### config.mk
export PLATFORM = sky130hd
export DESIGN_NAME = alu_pipe
export DESIGN_NICKNAME = d
export VERILOG_FILES = /design/src/rtl/alu_pkg.sv /design/src/rtl/alu_mul_seq.sv /design/src/rtl/alu_pipe.sv
export SDC_FILE = /design/constraint.sdc
export NUM_CORES = 1
export LEC_CHECK = 0
export CORE_MARGIN = 4
export CORE_UTILIZATION = 49
export CTS_BUF_LIST = sky130_fd_sc_hd__clkbuf_4 sky130_fd_sc_hd__clkbuf_8 sky130_fd_sc_hd__clkbuf_16
export DETAILED_ROUTE_END_ITERATION = 16
export GPL_ROUTABILITY_DRIVEN = 0
export PLACE_DENSITY = 0.78
export SLEW_MARGIN = 20
export SYNTH_ARGS = -nofsm -noshare
export SYNTH_HDL_FRONTEND = slang
export SYNTH_SLANG_ARGS = --single-unit
### constraint.sdc
create_clock -name clk -period 1.3 [get_ports clk]
set_input_delay 0.195 -clock clk [delete_from_list [all_inputs] [get_ports clk]]
set_output_delay 0.195 -clock clk [all_outputs]
set_load 0.03 [all_outputs]
### src/rtl/alu_pkg.sv
// alu_pkg -- shared types for the alu_pipe block.
//   alu_op_e    : 3-bit operation select (ADD..MUL)
//   alu_flags_t : packed {z, n, c, v} result flags
//   alu_state_e : control state (idle / sequential multiply in progress)
//   FlagsReset  : flag value while no result has been produced (z set)
package alu_pkg;

   typedef enum logic [2:0] {
      OpAdd = 3'd0,
      OpSub = 3'd1,
      OpAnd = 3'd2,
      OpOr  = 3'd3,
      OpXor = 3'd4,
      OpSll = 3'd5,
      OpSra = 3'd6,
      OpMul = 3'd7
   } alu_op_e;

   typedef struct packed {
      logic z;
      logic n;
      logic c;
      logic v;
   } alu_flags_t;

   typedef enum logic {
      StIdle,
      StMul
   } alu_state_e;

   localparam alu_flags_t FlagsReset = '{z: 1'b1, n: 1'b0, c: 1'b0, v: 1'b0};

endpackage

### src/rtl/alu_mul_seq.sv
// alu_mul_seq -- sequential shift-add multiplier, low N bits of a*b.
// Ports:
//   clk, rst     : clock, asynchronous active-high reset (aborts a multiply)
//   start        : load a/b and process bit 0 on this edge
//   a, b         : operands, sampled only when start is high
//   done         : high for one cycle while product is valid (combinational)
//   product      : low N bits of a*b, valid while done is high
// The last partial-product addition is left combinational so that done rises
// N-1 cycles after start and the caller can register the result on that edge.
module alu_mul_seq #(
   parameter int unsigned N = 8
) (
   input  logic         clk,
   input  logic         rst,
   input  logic         start,
   input  logic [N-1:0] a,
   input  logic [N-1:0] b,
   output logic         done,
   output logic [N-1:0] product
);

   localparam int unsigned CW = $clog2(N);
   localparam logic [CW-1:0] LastCnt = CW'(N - 1);

   logic [N-1:0]  acc_q;
   logic [N-1:0]  mcand_q;
   logic [N-1:0]  mplier_q;
   logic [CW-1:0] cnt_q;
   logic          busy_q;
   logic [N-1:0]  partial;

   assign partial = acc_q + (mplier_q[0] ? mcand_q : '0);
   assign done    = busy_q && (cnt_q == LastCnt);
   assign product = partial;

   always_ff @(posedge clk or posedge rst) begin
      if (rst) begin
         acc_q    <= '0;
         mcand_q  <= '0;
         mplier_q <= '0;
         cnt_q    <= '0;
         busy_q   <= 1'b0;
      end else if (start) begin
         // Bit 0 is folded into the load so the whole multiply spans N cycles.
         acc_q    <= b[0] ? a : '0;
         mcand_q  <= a << 1;
         mplier_q <= b >> 1;
         cnt_q    <= CW'(1);
         busy_q   <= 1'b1;
      end else if (busy_q) begin
         if (done) begin
            busy_q <= 1'b0;
         end else begin
            acc_q    <= partial;
            mcand_q  <= mcand_q << 1;
            mplier_q <= mplier_q >> 1;
            cnt_q    <= cnt_q + CW'(1);
         end
      end
   end

endmodule

### src/rtl/alu_pipe.sv
// alu_pipe -- registered ALU with valid/ready handshakes on both sides.
// Ports:
//   clk, rst              : clock, asynchronous active-high reset
//   in_valid / in_ready   : operand handshake (in1, in2, alu_op taken on accept)
//   in1, in2              : N-bit signed operands
//   alu_op                : 0 ADD, 1 SUB, 2 AND, 3 OR, 4 XOR, 5 SLL, 6 SRA, 7 MUL
//   out_valid / out_ready : result handshake; result held stable while stalled
//   alu_out, z, n, c, v   : result and zero/negative/carry/overflow flags
//   op_err                : result came from an unsupported op
// Build option ALU_PIPE_MUL_EN: op 7 runs the N-cycle sequential multiplier.
// Without it op 7 completes in one cycle with a zero result and op_err set.
module alu_pipe
   import alu_pkg::*;
#(
   parameter int unsigned N = 8
) (
   input  logic         clk,
   input  logic         rst,
   input  logic         in_valid,
   output logic         in_ready,
   input  logic [N-1:0] in1,
   input  logic [N-1:0] in2,
   input  logic [2:0]   alu_op,
   output logic         out_valid,
   input  logic         out_ready,
   output logic [N-1:0] alu_out,
   output logic         z,
   output logic         n,
   output logic         c,
   output logic         v,
   output logic         op_err
);

   localparam int unsigned SW = $clog2(N);

`ifdef ALU_PIPE_MUL_EN
   localparam logic ErrOnMul = 1'b0;
`else
   localparam logic ErrOnMul = 1'b1;
`endif

   alu_op_e      op;
   alu_state_e   state_q, state_d;
   logic [N-1:0] out_q, out_d;
   alu_flags_t   flags_q, flags_d;
   logic         err_q, err_d;
   logic         valid_q, valid_d;

   logic         accept, single_go, mul_go, mul_done;
   logic [N-1:0] mul_product;
   logic [N-1:0] alu_res;
   logic [N:0]   sum_ext;
   logic         alu_c, alu_v, alu_err;
   logic [SW-1:0] shamt;

   assign op       = alu_op_e'(alu_op);
   assign in_ready = (state_q == StIdle) && (!valid_q || out_ready);
   assign accept   = in_valid && in_ready;
   assign shamt    = in2[SW-1:0];

`ifdef ALU_PIPE_MUL_EN
   assign mul_go    = accept && (op == OpMul);
   assign single_go = accept && (op != OpMul);

   alu_mul_seq #(
      .N(N)
   ) u_mul (
      .clk    (clk),
      .rst    (rst),
      .start  (mul_go),
      .a      (in1),
      .b      (in2),
      .done   (mul_done),
      .product(mul_product)
   );
`else
   assign mul_go      = 1'b0;
   assign single_go   = accept;
   assign mul_done    = 1'b0;
   assign mul_product = '0;
`endif

   // Single-cycle datapath; SUB carry is the carry out of in1 + ~in2 + 1.
   always_comb begin
      sum_ext = '0;
      alu_res = '0;
      alu_c   = 1'b0;
      alu_v   = 1'b0;
      alu_err = 1'b0;
      unique case (op)
         OpAdd: begin
            sum_ext = {1'b0, in1} + {1'b0, in2};
            alu_res = sum_ext[N-1:0];
            alu_c   = sum_ext[N];
            alu_v   = (in1[N-1] == in2[N-1]) && (alu_res[N-1] != in1[N-1]);
         end
         OpSub: begin
            sum_ext = {1'b0, in1} + {1'b0, ~in2} + {{N{1'b0}}, 1'b1};
            alu_res = sum_ext[N-1:0];
            alu_c   = sum_ext[N];
            alu_v   = (in1[N-1] != in2[N-1]) && (alu_res[N-1] != in1[N-1]);
         end
         OpAnd: alu_res = in1 & in2;
         OpOr:  alu_res = in1 | in2;
         OpXor: alu_res = in1 ^ in2;
         OpSll: alu_res = in1 << shamt;
         OpSra: alu_res = $unsigned($signed(in1) >>> shamt);
         OpMul: alu_err = ErrOnMul;
      endcase
   end

   always_comb begin
      state_d = state_q;
      out_d   = out_q;
      flags_d = flags_q;
      err_d   = err_q;
      // A held result is dropped once taken unless replaced below.
      valid_d = valid_q && !out_ready;
      if (mul_done) begin
         state_d = StIdle;
         out_d   = mul_product;
         flags_d = '{z: (mul_product == '0), n: mul_product[N-1], c: 1'b0, v: 1'b0};
         err_d   = 1'b0;
         valid_d = 1'b1;
      end else if (single_go) begin
         out_d   = alu_res;
         flags_d = '{z: (alu_res == '0), n: alu_res[N-1], c: alu_c, v: alu_v};
         err_d   = alu_err;
         valid_d = 1'b1;
      end else if (mul_go) begin
         state_d = StMul;
      end
   end

   always_ff @(posedge clk or posedge rst) begin
      if (rst) begin
         state_q <= StIdle;
         out_q   <= '0;
         flags_q <= FlagsReset;
         err_q   <= 1'b0;
         valid_q <= 1'b0;
      end else begin
         state_q <= state_d;
         out_q   <= out_d;
         flags_q <= flags_d;
         err_q   <= err_d;
         valid_q <= valid_d;
      end
   end

   assign out_valid = valid_q;
   assign alu_out   = out_q;
   assign z         = flags_q.z;
   assign n         = flags_q.n;
   assign c         = flags_q.c;
   assign v         = flags_q.v;
   assign op_err    = err_q;

endmodule
Yosys cells after proc, flatten, opt, wreduce, memory -nomap -nowiden
Index checks and enable logic that the tools add are counted.
Storage, ports and cells
  flip-flop bits (word level): 14
  output and inout bits: 15
Cells by class
  bitwise operators: 4
  add/sub/neg operators: 3
  equality and inequality tests: 11
  reductions and logical operators: 9
  shift operators: 2
  muxes and demuxes: 5
Operator list (count)
  8-bit case mux with 7 select lines: 1
  8-bit by 8-bit adder with 9-bit output: 2
  3-bit == test, second input constant: 4
  9-bit by 1-bit adder with 9-bit output, second input constant: 1
  8-bit AND: 1
  8-bit logical NOT: 1
  8-bit NOT: 1
  8-bit bitwise OR: 1
  8-bit by 3-bit left shift with 8-bit output: 1
  8-bit by 3-bit >>> shifter with 8-bit output: 1
  8-bit XOR: 1
  3-bit by 2-bit == test with 1-bit output, second input constant: 2
  1-bit logical AND: 4
  1-bit case mux with 2 select lines: 2
  3-bit by 1-bit == test with 1-bit output, second input constant: 1
  3-bit logical NOT: 1
  1-bit inequality test: 3
  1-bit logical NOT: 2
  1-bit 2-to-1 mux: 2
  1-bit == test: 1
  1-bit logical OR: 1

Depth between registers and ports, before layout
Gate-level depths: netlist of the first run.
  depth after elaboration: 6
  mapped depth: 11
  gate-level depth less buffers: 11

Worst setup path after synthesis of the first run
Ideal clock, no wire load.
  path kind: input to register
  start: in in2[1]
  end: reg out_q[7], in the netlist alu_out[7]
  setup time: 128 ps
  cell stages on the path: 10
  data required time: 1172 ps
  arrival time: 2075 ps
  setup slack: -903 ps
  path through: buf_2 -> inv_1 -> ha_1 -> a21oi_1 -> o211ai_1 -> o41ai_1 -> mux2i_1 -> xor2_1 -> a21oi_1 -> o21ai_0
On the way
  cells in the longest elaborated chain, start to end: 4
Ends and longest elaborated chain
  start, declared: RTL line alu_pipe.sv:22  | input logic [N-1:0] in2,
  8-bit NOT: RTL line alu_pipe.sv:98  | sum_ext = {1'b0, in1} + {1'b0, ~in2} + {{N{1'b0}}, 1'b1};
  8-bit by 8-bit adder with 9-bit output: RTL line alu_pipe.sv:98
  9-bit by 1-bit adder with 9-bit output: RTL line alu_pipe.sv:98
  8-bit case mux with 7 select lines *: RTL line alu_pipe.sv:90  | unique case (op)
  end signal, assigned: RTL line alu_pipe.sv:144  | out_q <= out_d;
  end, declared: RTL line alu_pipe.sv:44  | logic [N-1:0] out_q, out_d;
Every way passes the cells marked *; elsewhere a longest branch is shown, timed or not.
A chain may end at the register's enable or synchronous reset.

Worst setup path after layout of the first run
  start: in in1[0]
  end: reg flags_q, in the netlist z
On the way
  cells in the longest elaborated chain, start to end: 4
Ends and longest elaborated chain
  start, declared: RTL line alu_pipe.sv:21  | input logic [N-1:0] in1,
  8-bit by 8-bit adder with 9-bit output: RTL line alu_pipe.sv:98
  9-bit by 1-bit adder with 9-bit output: RTL line alu_pipe.sv:98
  8-bit case mux with 7 select lines *: RTL line alu_pipe.sv:90
  8-bit logical NOT *: RTL line alu_pipe.sv:127  | flags_d = '{z: (alu_res == '0), n: alu_res[N-1], c: alu_c, v: alu_v};
  end signal, assigned: RTL line alu_pipe.sv:139  | flags_q <= FlagsReset;
  end signal, assigned: RTL line alu_pipe.sv:145  | flags_q <= flags_d;
  end, declared: RTL line alu_pipe.sv:45  | alu_flags_t flags_q, flags_d;
Marked as above.

==> flow_summary.ini, run 1 <==
[setup_path]
cp.buffers_inverters = 4
cp_cell_sequence = buf_8, buf_6, inv_12, ha_4, inv_2, fa_2, xor2_1, or3_1, a21oi_2, nor4b_4, nand3_1, nor3_2, a41o_1
critPathTopFamily = simple AND/OR/NAND/NOR gates
cp_max_fo = 2
cp.arrival_ns = 2.20
cp.required_ns = 1.48
end_kind = register
worstSetupPathType = in2reg
cpMaxStageDelayCell = fa_2
slowest_delay_ns = 0.37
start_kind = input pin

[yosys]
ys.flop_type = dfrtp_1
synth-edff-count = 0
synth_area_um2 = 2240
syn_avg_cell_area_um2 = 8.12
ys_seq_area_share_pct = 14.6
async_flop_share_pct = 100
yosysTopAreaCell = ha_1
yosysWarnings = 0
yosys-top-cells-area = ha_1 (14%), dfrtp_1 (13%), mux4_1 (5.9%), a21oi_1 (4.9%), inv_1 (4.4%)
yosys.area.top_type_share_pct = 14.0
ys_types = 57
ys_seq_elements = 13
syn_nets = 326
synth_cells = 276

[grt]
grt_pass1_wl_um = 13000
grt_max_degree = 18
grt_overflow = 0
grt_pass1_vias = 2799
antenna_found_initial = 0
grtUsageTotal_pct = 29.9

[clock_tree]
cts_buffers = 3
clock_sinks = 13
clk_latency_ns = 0.25
clock_path_buffers = 2
cts_hold_buffers = 0
cts.htree.levels = 1
cts_tree = built
cts-root-buf = clkbuf_8
clk_pin_slew_worst_paths_ns = 0.05

[power_and_ir_drop]
p_leak_uw = 0.00176
p_comb_share_pct = 65.2
internal_power_uw = 1470
power_density_nw_per_um2 = 663
p_clk_share_pct = 15.2
seqPwrFrac_pct = 19.6
vdd_drop_max_v = 0.000370
switching_share_pct = 41.6
switchingPower_uw = 1050

[sta]
finalMaxSlewViolations = 0
tightest_slew_ns = 0.480
clock-skew-final_ns = 0.000539
tns_ns = -5.52
worst_slack_ns = -0.717
holdWs_ns = 0.270
rsz0062_at_grt = yes
maxSlewHeadroom_pct = 68.0
setup_viol = 11
hold_viol = 0
fmax_mhz = 496
period_needed_ns = 2.02
fin_crit_sh_pct = 155

[cells_and_area]
nets = 446
final_common_cell = buf_4
mostFrequentLayoutCells = buf_4 (81), nand2_1 (19), buf_6 (19)
synthToLayoutAreaGrowth_pct = 70.0
drive_gt1_share_pct = 52.4
antenna_cells = 0
final_cells = 447

[detailed_routing]
dr_total_vias = 2929
route.detailed.drc = 0
routed_wl_um = 9040
first_pass_iters = 5
routed_via_density = 6.55
dr.first_iter.drc_count = 324
wl_per_cell_um = 20.2
antenna_left = 0

[run]
drv_cap = 0

[hold_path]
min_path_type = in2async

[die]
die_y_um = 75.6
coreArea_um2 = 4380
die_w_um = 75.6
initial_utilization_pct = 51.1
pin_count = 38
num_rows = 24
dieArea_um2 = 5720

[placement]
dp_worst_setup_slack_ns = -1.37
dp_cells = 429
dp_hpwl_um = 5940
io_buffers = 37

[outcome]
violations = setup timing
outcome = finished with violations
==> through the flow <==
| stage | utilization [%] | total power, uW | area [um2] |
|---|---|---|---|
| 6_report | 86.9 | 2520 | 3810 |
| 5_1_grt | 86.9 | 2640 | 3810 |
| 4_1_cts | 82.6 | 2350 | 3620 |
| 3_5_place_dp | 76.0 | 1880 | 3330 |
| 3_3_place_gp | 76.0 | 1840 | 3330 |
| 2_1_floorplan | - | 1290 | 2420 |
==> cells in the mapped netlist, types with 4 or more instances <==
cell type and number:
inv_1 26, a21oi_1 22, nor2b_1 7, a21o_1 4, buf_2 9, xor2_1 4
mux4_1 5, clkbuf_1 6, nand2_1 20, o21ai_0 11, o211ai_1 7, mux4_2 4
dfrtp_1 12, nand3_1 9, a22o_1 4, ha_1 25, nor3_1 10, nor2_1 21
mux2i_1 7, nand2b_1 8
==> sequential cells by signal, indices dropped and copies added (netlist names) <==
name / flops
alu_out: 8
c: 1
op_err: 1
out_valid: 1
v: 1
z: 1
==> metal layers <==
layer  track usage, %  share of wire, %
met1             35.4                37
met3             4.62               9.9
met2             52.9                48
met5                0                 0
met4             13.6               5.1
==> final timing paths <==
check | endpoint | startpoint | slack (ns) | cells after the start
worst max-delay path | z | in1[0] | -0.72 | 13
worst min-delay path | c | rst | 0.27 | 2
worst max register to register | z | out_valid | -0.24 | 7
worst min register to register | alu_out[6] | alu_out[6] | 0.48 | 2
max in group asynchronous | z | rst | 0.68 | 2
min in group clk | alu_out[6] | alu_out[6] | 0.48 | 2
==> repair_timing <==
item                       CTS  global route
pin swaps                   42            38
resized for setup          114            54
gates cloned                 2             0
setup endpoints to repair   25            12
buffers inserted             6             8
==> power groups by stage <==
stage                     Combinational [uW]  Clock, uW  Sequential (uW)
after floorplan                          673          0              618
after global placement                  1340          0              500
after detailed placement                1380          0              506
after CTS                               1460        392              497
after global routing                    1730        409              502
final                                   1650        385              495
==> layout make-up <==
type                            count  area (um2)
Inverter                           27         130
Timing Repair Buffer              133        1110
Sequential cell                    13         327
Fill cell                         221         574
Tap cell                           52        65.1
Clock buffer                        4        48.8
Multi-Input combinational cell    218        2130
==> kinds of logic (layout without fill, tap and decap cells) <==
group	count (synthesis)	in the layout	synth area share, %
buffers and inverters	45	164	8.54
XOR/XNOR	7	7	2.74
flip-flops	13	13	14.6
AND/OR/NAND/NOR	84	84	19.0
adder cells (fa/ha/maj)	27	27	15.7
multiplexers	18	18	14.0
AO/OA/AOI/OAI	82	82	25.3
No activity file was read; power rests on OpenSTA's default activity.
==> inputs of run 2 (changes only) <==
--- a/config.mk
+++ b/config.mk
@@ -7,7 +7,6 @@
 export LEC_CHECK = 0
 export CORE_MARGIN = 4
 export CORE_UTILIZATION = 49
-export CTS_BUF_LIST = sky130_fd_sc_hd__clkbuf_4 sky130_fd_sc_hd__clkbuf_8 sky130_fd_sc_hd__clkbuf_16
 export DETAILED_ROUTE_END_ITERATION = 16
 export GPL_ROUTABILITY_DRIVEN = 0
 export PLACE_DENSITY = 0.78
==> run 2 against run 1 <==
  * The run still ends with setup timing left
  * Register-to-register slack about the same
  * Die area did not move
  * Power fell by 0.88%
  * Highest routed layer unchanged
  * Cell count did not move
==> flow_summary.ini, run 2 (same netlist as run 1, synthesis figures left out) <==
[detailed_routing]
route.detailed.drc = 0
met2_length_um = 4380
wl_met1_um = 3260
antenna_left = 0
wl_met3_um = 919
dr.first_iter.drc_count = 318
routed_via_density = 6.53
wl_per_cell_um = 20.2
top_layer_used = met4
first_pass_iters = 6
routed_wl_um = 9020
dr_total_vias = 2921

[grt]
grt_pass1_vias = 2799
grt_overflow = 0
grt_max_degree = 18
grt_pass1_wl_um = 13000
antenna_found_initial = 0
grtUsageTotal_pct = 29.9

[setup_path]
end_kind = register
r2r_end = z
cp_cell_sequence = buf_8, buf_6, inv_12, ha_4, inv_2, fa_2, xor2_1, or3_1, a21oi_2, nor4b_4, nand3_1, nor3_2, a41o_1
worstSetupPathType = in2reg
crit_cells = 13
critPathTopFamily = simple AND/OR/NAND/NOR gates
cp_max_fo = 2
cp.arrival_ns = 2.20
cp.buffers_inverters = 4
cpMaxStageDelayCell = fa_2
slowest_delay_ns = 0.37
ff2ff_path_depth = 7
ff2ff_setup_slack_ns = -0.24
r2r_start = out_valid
start_kind = input pin
cp.required_ns = 1.48

[hold_path]
min_path_type = in2async

[power_and_ir_drop]
p_leak_uw = 0.00176
power_density_nw_per_um2 = 657
vdd_drop_max_v = 0.000369

[outcome]
violations = setup timing
outcome = finished with violations

[clock_tree]
clock_sinks = 13
clock_path_buffers = 2
cts_buffers = 3
cts_hold_buffers = 0
clk_pin_slew_worst_paths_ns = 0.05
cts-root-buf = clkbuf_8
clk_latency_ns = 0.25
cts.htree.levels = 1
cts_tree = built

[die]
dieArea_um2 = 5720
pin_count = 38
die_w_um = 75.6
coreArea_um2 = 4380
initial_utilization_pct = 51.1
die_y_um = 75.6
num_rows = 24

[cells_and_area]
antenna_cells = 0
drive_gt1_share_pct = 52.2
nets = 446
largest_reg_flops = 8
mostFrequentLayoutCells = buf_4 (81), nand2_1 (19), buf_6 (19)
final_common_cell = buf_4
synthToLayoutAreaGrowth_pct = 69.8

[sta]
tightest_slew_ns = 0.480
setup_viol = 11
clock-skew-final_ns = 0.000335
fin_crit_sh_pct = 155
rsz0062_at_grt = yes
holdWs_ns = 0.270
period_needed_ns = 2.02
maxSlewHeadroom_pct = 68.0
worst_slack_ns = -0.718
fmax_mhz = 496
hold_viol = 0
finalMaxSlewViolations = 0

[placement]
dp_worst_setup_slack_ns = -1.37
dp_hpwl_um = 5940
io_buffers = 37

[run]
drv_cap = 0
## run 2: cell types whose count changed in the layout (fill, tap and decap cells not counted)
cell      delta
clkbuf_4     -1
clkbuf_1     +1
## run 2: repair_timing
action	CTS	global route
pin swaps	42	38
buffers inserted	6	8
endpoints found under the setup margin	25	12
gates cloned	2	0
gates resized for setup	114	54
## run 2: power by group
part / switching [uW] / internal (uW)
Clock: 146 / 217
Sequential: 30.7 / 464
Combinational: 873 / 772
Total: 1050 / 1450
## run 2: worst max-delay path by stage
stage                     endpoint  slack, ns    from
final                            z      -0.72  in1[0]
after global placement           z      -1.28  in2[1]
after floorplan                  z      -0.60  in2[2]
after CTS                        z      -0.66  in1[0]
after global routing             z      -0.80  in1[0]
after detailed placement         z      -1.37  in1[0]
## run 2: through the flow
| step | setup TNS, ns | instances | total power [uW] | instance area, um2 | utilization [%] |
|---|---|---|---|---|---|
| 6_report | -5.50 | 447 | 2500 | 3810 | 86.8 |
| 5_1_grt | -6.13 | 447 | 2620 | 3810 | 86.8 |
| 4_1_cts | -5.27 | 441 | 2330 | 3620 | 82.5 |
| 3_5_place_dp | -13.62 | 429 | 1880 | 3330 | 76.0 |
| 3_3_place_gp | -13.02 | 429 | 1840 | 3330 | 76.0 |
| 2_1_floorplan | -4.48 | 276 | 1290 | 2420 | - |
## run 2: routing by layer
| metal | vias up | global-route usage, % |
|---|---|---|
| met5 | - | 0 |
| met4 | 0 | 13.6 |
| met3 | 64 | 4.62 |
| met2 | 257 | 52.9 |
| met1 | 1358 | 35.4 |
| li1 | 1242 | - |
## run 2: worst reg2reg max path, stage by stage, from the launching register on
cell and delay [ns]:
dfrtp_1 0.40, nand2b_4 0.08, nand2_1 0.08, a21oi_1 0.16, nor4b_4 0.25, nand3_1 0.14
nor3_2 0.20, a41o_1 0.19
## run 2: cell type report
type / instances / area (um2)
fill: 223 / 578
inverter: 27 / 130
tap: 52 / 65.1
multi-input combinational: 218 / 2130
clock buffer: 4 / 45.0
sequential: 13 / 327
timing repair buffer: 133 / 1110
==> inputs of run 3 (changes only) <==
--- a/config.mk
+++ b/config.mk
@@ -5,11 +5,13 @@
 export SDC_FILE = /design/constraint.sdc
 export NUM_CORES = 1
 export LEC_CHECK = 0
+export CELL_PAD_IN_SITES_DETAIL_PLACEMENT = 0
+export CELL_PAD_IN_SITES_GLOBAL_PLACEMENT = 1
 export CORE_MARGIN = 4
-export CORE_UTILIZATION = 49
+export CORE_UTILIZATION = 36
 export DETAILED_ROUTE_END_ITERATION = 16
 export GPL_ROUTABILITY_DRIVEN = 0
-export PLACE_DENSITY = 0.78
+export PLACE_DENSITY_LB_ADDON = 0.1
 export SLEW_MARGIN = 20
 export SYNTH_ARGS = -nofsm -noshare
 export SYNTH_HDL_FRONTEND = slang
==> constraint.sdc (replaced) <==
create_clock -name clk -period 1.77 [get_ports clk]
set_input_delay 0.2655 -clock clk [delete_from_list [all_inputs] [get_ports clk]]
set_output_delay 0.2655 -clock clk [all_outputs]
set_load 0.03 [all_outputs]
==> run 3 against run 2 <==
  * The flow still finishes with violations (setup timing)
  * Global-route usage down 6.8 points
  * Power down 26%
  * First-iteration DRC count down 50%
  * Wire length down 6.9%
  * Cell area up 5.5%
  * Worst setup slack better by 0.59 ns
  * Sequential cell count unchanged
  * Utilization down 20 points
  * Sequential power down 27%
  * Critical path type unchanged
==> flow_summary.ini, run 3 (same netlist as run 1, synthesis figures left out) <==
[outcome]
outcome = finished with violations
violations = setup timing

[clock_tree]
clk_pin_slew_worst_paths_ns = 0.06
cts_tree = built
clock_path_buffers = 2
clock_sinks = 13
clk_latency_ns = 0.25
cts_buffers = 3
cts.htree.levels = 1
cts-root-buf = clkbuf_8

[placement]
dp_worst_setup_slack_ns = -1.01
postPlaceCellArea_um2 = 3400
dp_cells = 462
dp_hpwl_um = 6320
io_buffers = 37

[setup_path]
cp_cell_sequence = buf_12, inv_8, ha_4, inv_2, fa_2, xor2_1, or3_1, a21oi_2, nor4b_4, nand3_1, nor3_2, a41o_1
start_kind = input pin
end_kind = register
cp_max_fo = 3
cpMaxStageDelayCell = fa_2
worstSetupPathType = in2reg
cp.required_ns = 1.95
cp.arrival_ns = 2.08
slowest_delay_ns = 0.37

[cells_and_area]
largest_reg_flops = 8
final_cells = 482
mostFrequentLayoutCells = buf_4 (92), nand2_1 (20), buf_6 (20)
synthToLayoutAreaGrowth_pct = 79.2
nets = 458
final_common_cell = buf_4
antenna_cells = 0
drive_gt1_share_pct = 50.1
postLayoutCellArea_um2 = 4020

[die]
num_rows = 28
die_y_um = 86.9
pin_count = 38
die_w_um = 86.9
coreArea_um2 = 5990
dieArea_um2 = 7550
initial_utilization_pct = 37.4

[detailed_routing]
wl_per_cell_um = 17.4
dr_total_vias = 2614
antenna_left = 0
routed_wl_um = 8390
route.detailed.drc = 0
routed_via_density = 5.42
dr.first_iter.drc_count = 158
first_pass_iters = 4

[sta]
hold_viol = 0
period_needed_ns = 1.90
clock-skew-final_ns = 0.00498
tightest_slew_ns = 0.577
worst_slack_ns = -0.131
fmax_mhz = 526
rsz0062_at_grt = yes
setup_viol = 4
maxSlewHeadroom_pct = 61.1
finalMaxSlewViolations = 0
fin_crit_sh_pct = 107

[power_and_ir_drop]
vdd_drop_max_v = 0.000484
p_leak_uw = 0.00182
power_density_nw_per_um2 = 464

[grt]
grtUsageTotal_pct = 23.1
antenna_found_initial = 0
grt_overflow = 0
grt_pass1_wl_um = 13600
grt_max_degree = 15
grt_pass1_vias = 2705

[run]
drv_cap = 0

[hold_path]
min_path_type = in2async
-- run 3: cell types whose count changed in the layout (fill, tap and decap cells not counted), moves of 3 or more --
cell and change:
buf_12 +3, inv_4 +3, inv_2 -3, dlygate4sd2_1 -10, clkbuf_2 -4, buf_4 +11
clkdlybuf4s50_1 +13
-- run 3: layout make-up --
class	count	area, um2
Multi-Input combinational cell	218	2110
Clock buffer	4	45.0
Sequential cell	13	327
Inverter	27	139
Timing Repair Buffer	145	1300
Fill cell	486	1970
Tap cell	75	93.8
-- run 3: metrics by stage --
stage	hold slack (ns)	setup TNS [ns]	total power [uW]	util (%)
2_1_floorplan	0.142	-0.817	933	-
3_3_place_gp	0.460	-9.00	1380	56.8
3_5_place_dp	0.476	-9.14	1390	56.8
4_1_cts	0.363	-0.337	1800	64.4
5_1_grt	0.402	-0.767	1980	67.0
6_report	0.344	-0.236	1860	67.0
-- run 3: final timing paths --
path                            slack [ns]          to  cells past startpoint       from
min in group clk                      0.48           c                      2          c
worst max register to register        0.33           z                      7  out_valid
worst min register to register        0.48           c                      2          c
max in group asynchronous             1.07           z                      2        rst
worst max-delay path                 -0.13           z                     12     in1[0]
worst min-delay path                  0.34  alu_out[7]                      2        rst
-- run 3: metal layers --
layer | GRT usage, % | up-vias | wire, um | part of all wire, %
li1 | - | 1276 | - | -
met1 | 30.0 | 1236 | 3690 | 44
met2 | 40.1 | 86 | 4090 | 49
met3 | 3.03 | 16 | 446 | 5.3
met4 | 5.81 | 0 | 168 | 2.0
met5 | 0 | - | 0 | 0
-- run 3: worst max-delay path, delay by kind of cell --
family	cells	cell delay, ns
buffers and inverters	3	0.19
xor gates and xnor gates	1	0.15
adders and majority gates	2	0.50
AOI/OAI and AO/OA	2	0.38
and+or+nand+nor	4	0.60
-- run 3: repair_timing --
| item | 4_1_cts | 5_1_grt |
|---|---|---|
| resized for setup | 140 | 41 |
| gates cloned | 2 | 0 |
| buffers inserted | 14 | 2 |
| setup endpoints to repair | 11 | 10 |
| pin swaps | 45 | 41 |
| hold buffers | 0 | 0 |
-- run 3: power by group --
group          total [uW]  leakage [uW]  switching [uW]  internal (uW)
clock                 271     0.0000228             111            159
combinational        1230       0.00163             608            623
sequential            363      0.000161            22.4            341
total                1860       0.00182             741           1120
